## config.mk

```make
export PLATFORM = sky130hd
export DESIGN_NAME = pipe_stage_reg
export DESIGN_NICKNAME = d
export VERILOG_FILES = /design/src/rtl/pipe_stage_reg.sv
export SDC_FILE = /design/constraint.sdc
export NUM_CORES = 1
export LEC_CHECK = 0
export CORE_MARGIN = 2
export CORE_UTILIZATION = 45
export DETAILED_ROUTE_END_ITERATION = 10
export PLACE_DENSITY = 0.74
export SLEW_MARGIN = 5
export SYNTH_ARGS = -nofsm -noshare
export SYNTH_HDL_FRONTEND = slang
export SYNTH_SLANG_ARGS = --single-unit
```

## constraint.sdc

```tcl
create_clock -name clk_i -period 1.6 [get_ports clk_i]
set_clock_uncertainty 0.1 [all_clocks]
set_input_delay 0.48 -clock clk_i [delete_from_list [all_inputs] [get_ports clk_i]]
set_output_delay 0.48 -clock clk_i [all_outputs]
set_load 0.02 [all_outputs]
```

## src/rtl/pipe_stage_reg.sv

```systemverilog
// Inter-stage pipeline register with valid/ready handshake, one-entry skid buffer and flush.
// Optional performance counters are built when PIPE_STAGE_PERF_EN is defined.
module pipe_stage_reg #(
  parameter int unsigned       DATA_W      = 32'd96,
  parameter int unsigned       CTRL_W      = 32'd8,
  parameter logic [CTRL_W-1:0] CTRL_BUBBLE = {CTRL_W{1'b0}},
  parameter int unsigned       CNT_W       = 32'd16
) (
  input  logic              clk_i,
  input  logic              rst_i,
  input  logic              flush_i,
  input  logic              valid_i,
  output logic              ready_o,
  input  logic [CTRL_W-1:0] ctrl_i,
  input  logic [DATA_W-1:0] data_i,
  output logic              valid_o,
  input  logic              ready_i,
  output logic [CTRL_W-1:0] ctrl_o,
  output logic [DATA_W-1:0] data_o,
  output logic [CNT_W-1:0]  stall_cnt_o,
  output logic [CNT_W-1:0]  bubble_cnt_o
);

  logic              m_valid_q, m_valid_d;
  logic [CTRL_W-1:0] m_ctrl_q, m_ctrl_d;
  logic [DATA_W-1:0] m_data_q, m_data_d;
  logic              s_valid_q, s_valid_d;
  logic [CTRL_W-1:0] s_ctrl_q, s_ctrl_d;
  logic [DATA_W-1:0] s_data_q, s_data_d;
  logic              ready_q, ready_d;
  logic [CTRL_W-1:0] ctrl_out_q, ctrl_out_d;
  logic              in_xfer_s;
  logic              out_xfer_s;

  assign in_xfer_s  = valid_i & ready_q;
  assign out_xfer_s = m_valid_q & ready_i;

  // Next-state for main/skid entries; the skid only fills while M is held by a stall.
  always_comb begin
    m_valid_d = m_valid_q;
    m_ctrl_d  = m_ctrl_q;
    m_data_d  = m_data_q;
    s_valid_d = s_valid_q;
    s_ctrl_d  = s_ctrl_q;
    s_data_d  = s_data_q;
    if (flush_i) begin
      m_valid_d = 1'b0;
      s_valid_d = 1'b0;
    end else if (!m_valid_q || out_xfer_s) begin
      if (s_valid_q) begin
        m_valid_d = 1'b1;
        m_ctrl_d  = s_ctrl_q;
        m_data_d  = s_data_q;
        s_valid_d = 1'b0;
      end else if (in_xfer_s) begin
        m_valid_d = 1'b1;
        m_ctrl_d  = ctrl_i;
        m_data_d  = data_i;
      end else begin
        m_valid_d = 1'b0;
      end
    end else if (in_xfer_s) begin
      s_valid_d = 1'b1;
      s_ctrl_d  = ctrl_i;
      s_data_d  = data_i;
    end else begin
      s_valid_d = s_valid_q;
    end
    ready_d    = ~s_valid_d;
    ctrl_out_d = m_valid_d ? m_ctrl_d : CTRL_BUBBLE;
  end

  // Stage storage and registered handshake/outputs.
  always_ff @(posedge clk_i) begin
    if (rst_i) begin
      m_valid_q  <= 1'b0;
      m_ctrl_q   <= {CTRL_W{1'b0}};
      m_data_q   <= {DATA_W{1'b0}};
      s_valid_q  <= 1'b0;
      s_ctrl_q   <= {CTRL_W{1'b0}};
      s_data_q   <= {DATA_W{1'b0}};
      ready_q    <= 1'b1;
      ctrl_out_q <= CTRL_BUBBLE;
    end else begin
      m_valid_q  <= m_valid_d;
      m_ctrl_q   <= m_ctrl_d;
      m_data_q   <= m_data_d;
      s_valid_q  <= s_valid_d;
      s_ctrl_q   <= s_ctrl_d;
      s_data_q   <= s_data_d;
      ready_q    <= ready_d;
      ctrl_out_q <= ctrl_out_d;
    end
  end

  assign valid_o = m_valid_q;
  assign ready_o = ready_q;
  assign ctrl_o  = ctrl_out_q;
  assign data_o  = m_data_q;

`ifdef PIPE_STAGE_PERF_EN
  localparam logic [CNT_W-1:0] CNT_MAX = {CNT_W{1'b1}};
  localparam logic [CNT_W-1:0] CNT_ONE = {{(CNT_W-1){1'b0}}, 1'b1};

  logic [CNT_W-1:0] stall_cnt_q, stall_cnt_d;
  logic [CNT_W-1:0] bubble_cnt_q, bubble_cnt_d;

  // Saturating counters; flush does not touch them.
  always_comb begin
    if (m_valid_q && !ready_i && (stall_cnt_q != CNT_MAX)) begin
      stall_cnt_d = stall_cnt_q + CNT_ONE;
    end else begin
      stall_cnt_d = stall_cnt_q;
    end
    if (!m_valid_q && (bubble_cnt_q != CNT_MAX)) begin
      bubble_cnt_d = bubble_cnt_q + CNT_ONE;
    end else begin
      bubble_cnt_d = bubble_cnt_q;
    end
  end

  // Counter state, cleared only by reset.
  always_ff @(posedge clk_i) begin
    if (rst_i) begin
      stall_cnt_q  <= {CNT_W{1'b0}};
      bubble_cnt_q <= {CNT_W{1'b0}};
    end else begin
      stall_cnt_q  <= stall_cnt_d;
      bubble_cnt_q <= bubble_cnt_d;
    end
  end

  assign stall_cnt_o  = stall_cnt_q;
  assign bubble_cnt_o = bubble_cnt_q;
`else
  assign stall_cnt_o  = {CNT_W{1'b0}};
  assign bubble_cnt_o = {CNT_W{1'b0}};
`endif

endmodule

```

# Word-level counts from Yosys, hierarchy flattened
# Index checks and enable logic that the tools add are counted.
classes:
  muxes: 13
  bitwise: 6
  n_reduce_logical: 6
ops:
  columns: ["op", "n"]
  rows:
  - ["$mux 96", 2]
  - ["$mux 8", 4]
  - ["$mux 1", 7]
  - ["$reduce_and 3->1", 2]
  - ["$not 1->1", 4]
  - ["$and 1x1->1", 2]
  - ["$reduce_bool 2->1", 1]
  - ["$reduce_or 2->1", 1]
  - ["$logic_not 1->1", 1]
  - ["$logic_or 1x1->1", 1]
word_totals:
  ff_bits: 219
  inputBits: 109
  out_inout_bits: 138

# Logic depth before layout (Yosys ltp)
logic_depth:
  ltp_word: 7
  mapped_depth: 7
  mapped_depth_nobuf: 3

# Worst setup path after synthesis
# OpenSTA, ideal clock, no wires.
synth_timing:
  path_kind: "input -> register"
  startpoint: "in flush_i"
  endpoint: "reg m_data_q[72] (netlist: data_o[72])"
  setup_time_ps: 132
  arrival_time_ps: 1363
  required_time_ps: 1368
  path_slack_ps: 6
  path_stages: 6
  n_path_buf: 4
  cell_sequence: "buf_2 -> buf_6 -> buf_6 -> buf_4 -> nor4_1 -> nor3_1"
synth_between:
  elab_chain_cells: 2
synth_rtl:
  columns: ["item", "line", "source"]
  rows:
  - ["start, declared", "11", "input logic flush_i,"]
  - ["$not 1->1 (no line)", null, null]
  - ["$reduce_and 3->1 (no line)", null, null]
  - ["end signal, assigned", "78", "m_data_q <= {DATA_W{1'b0}};"]
  - ["end signal, assigned", "87", "m_data_q <= m_data_d;"]
  - ["end, declared", "26", "logic [DATA_W-1:0] m_data_q, m_data_d;"]
# Every way passes these cells.
# A chain may end at the register's enable or synchronous reset.

# Worst setup path after layout
layout_timing:
  startpoint: "reg m_valid_q (netlist: valid_o)"
  endpoint: "reg m_ctrl_q[7]"
layout_between:
  elab_chain_cells: 4
  elab_cells_between_ends: 5
  cone_classes: "mux: 2; bitwise: 1; reduce/logical: 2"
layout_rtl:
  columns: ["item", "line", "source"]
  rows:
  - ["start, declared", "24", "logic m_valid_q, m_valid_d;"]
  - ["start signal, assigned", "85", "m_valid_q <= m_valid_d;"]
  - ["$and 1x1->1 or $logic_not 1->1 (tied branches)", "36, 49", null]
  - ["$logic_or 1x1->1 *", "49", "end else if (!m_valid_q || out_xfer_s) begin"]
  - ["$mux 8 *", "49", null]
  - ["$mux 8 *", "46", "if (flush_i) begin"]
  - ["end signal, assigned", "77", "m_ctrl_q <= {CTRL_W{1'b0}};"]
  - ["end signal, assigned", "86", "m_ctrl_q <= m_ctrl_d;"]
  - ["end, declared", "25", "logic [CTRL_W-1:0] m_ctrl_q, m_ctrl_d;"]
# Every way passes the cells marked *; elsewhere a longest branch is shown, timed or not.

==> metrics.txt <==
cts bufs inserted=24; Initial Util=46.1%; die height=154 um; slowest cell on the critical path=nor4_4; Root Buffer=clkbuf_16; Die Width=154 um; DP HPWL=18500 um; largest net degree at the start of global routing=55; sequential cell area fraction in the yosys report=43.5%; post-synthesis cell count=1150; Yosys top cell by area=dfxtp_1; antenna viol nets, final=0; total routed wirelength=33800 um; Rows=54; clock network fraction of total power=41.5%; # H-tree levels=1; via/cell ratio=6.18; period utilization=104%; vias in the first global route=9189; Hold Crit Class=in2reg; Setup CP Type=reg2reg; initial drt markers=587; antenna violations before repair=2; clk sink count=219; Remaining DRCs=0; Reg power frac=41.6%; pwr dens=956 nW/um^2; average wire per standard cell=20.8 um; Mapped Area=10100 um^2; Via Count=10000; gp weighted congestion=0.783; Fin Hold WS=0.155 ns; area of the core=21900 um^2; Crit path largest cell delay=0.36 ns; Detailed Routing Iterations Pass 1=5; combinational power share=16.9%; final setup fails=13; Max Slew Vio Count=0; post-synth top area share=43.5%; leakage power=5.08 nW; switching share of power=26.4%; Fin. Hold Viols=0; Switch Pwr=3.70 mW; CTS clk-pin slew, worst paths=0.06 ns; CTS Hold Bufs=0; register bit count reported by yosys=219; P_int=10.3 mW; syn avg cell area=8.77 um^2; Placement Setup Slack=-0.588 ns; Fmax=599 MHz; Netlist cell types=27; commonest non-fill, non-tap cell in the layout=dfxtp_1; failing checks=negative setup slack; minimum clock period=1.67 ns; Fill cells=1673; top cells by area, synth=dfxtp_1 43%, mux2_1 6.7%, a31oi_1 6.5%, nor4_1 6.2%, nor3_1 5.6%; CP Launch Type=register; VDD IR-drop max=0.000693 V; CP Data Required Time=1.91 ns; Warnings, synthesis=0; latest clock arrival within the worst-skew pair=0.52 ns; Worst Slack Setup Final=-0.0687 ns; Power, Total=14.0 mW; Worst setup EP type=register; status=complete, but fails checks; max_cap viols=0; PortBufs=214; CP Data Arrival Time=1.97 ns; full die area=23600 um^2; CTS tree=done; nets@finish=1435; crit-path cells=buf_6, nor2b_4, buf_12, buf_12, buf_6, nor4_4, nor3_2; I/O pin cnt=247; unrepaired setup endpoints after global routing=true; layout cell share with drive strength beyond 1=34.9%; first-pass GRT wire length=49100 um; worst-path maximum fanout=8; Total GRT Usage=24.8%; most frequent cells in the layout=135 x dfxtp_1, 105 x nand3_1, 104 x a21oi_1, 104 x clkdlybuf4s50_1, 103 x nor3_1; Max clock buf depth=3; area delta synth->final=45.5%; grt ovf=0
## Yosys cell counts (all sizes together)
cell type  instances
a21oi            105
and4b              1
buf              113
nor2               1
dfxtp            219
inv                3
nand3            105
nor4             104
nand4b             1
a31oi            104
conb               1
mux2             104
a21o               1
nand2b             1
clkbuf            69
o21ai            105
nor3             112
nor2b              1
## registers in the layout (all words and copies together), names as in the netlist
register   cells
data_o        96
s_data_q      96
ctrl_o         8
m_ctrl_q       8
s_ctrl_q       8
ready_o        1
s_valid_q      1
valid_o        1
## kinds of logic (layout without fill, tap and decap cells)
logic type / count (synthesis) / count (layout) / share of synthesized area (%)
buffers and inverters: 185 / 346 / 9.99
DFF: 219 / 219 / 43.5
other: 1 / 33 / 0.0372
muxes: 104 / 104 / 11.6
and+or+nand+nor: 326 / 326 / 17.8
AOI/OAI and AO/OA: 315 / 316 / 17.0
## repair_timing
action | in CTS | in global routing
setup endpoints to repair | 245 | 196
gates resized for setup | 598 | 220
gates cloned | 3 | 7
endpoints found under the hold margin | 0 | 0
setup buffers | 0 | 18
pin swaps | 1 | 3
## worst max-delay path, delay by kind of cell, from the launching register on
kind	cells	cell delay, ns
buffers and inverters	4	0.54
flip-flops	1	0.34
AND/OR/NAND/NOR	3	0.58
## per-stage QoR
stage / utilization (%) / std cells / TNS [ns] / instance area [um^2]
floorplan: - / 1181 / 0 / 10200
global placement: 57.6 / 1552 / -106.75 / 12600
detailed placement: 57.6 / 1552 / -114.07 / 12600
CTS: 61.2 / 1598 / -0.103 / 13400
global route: 67.0 / 1624 / -4.48 / 14700
finish: 67.0 / 1624 / -0.355 / 14700
## area by class of cell
class | count | area [um^2] | share of cell area (%)
tap | 280 | 350 | 2.39
clock inverter | 5 | 81.3 | 0.554
multi-input combinational | 778 | 5620 | 38.3
inverter | 3 | 16.3 | 0.111
sequential | 219 | 4490 | 30.6
clock buffer | 38 | 754 | 5.14
timing repair buffer | 300 | 3350 | 22.9
antenna | 1 | 2.50 | 0.0171
## power groups by stage
stage	clock, mW	sequential (mW)	combinational (mW)
2_1_floorplan	0	6.09	0.957
3_5_place_dp	0	5.90	2.09
3_3_place_gp	0	5.89	2.07
5_1_grt	6.13	5.85	2.50
6_report	5.82	5.83	2.37
4_1_cts	5.87	5.80	2.07
## layer usage
metal,vias up,global-route usage [%],routed length [um]
li1,4615,-,-
met4,2,7.95,1390
met2,504,41.3,16300
met5,-,0,13
met1,4798,32.6,13500
met3,111,4.71,2660
## final timing paths
path	from	to	slack [ns]	cells after the start
max	valid_o	m_ctrl_q[7]	-0.07	7
min	rst_i	ready_o	0.15	3
max reg2reg	valid_o	m_ctrl_q[7]	-0.07	7
min reg2reg	s_data_q[93]	s_data_q[93]	0.37	2
Note: power is estimated with default switching activity, not from simulation.
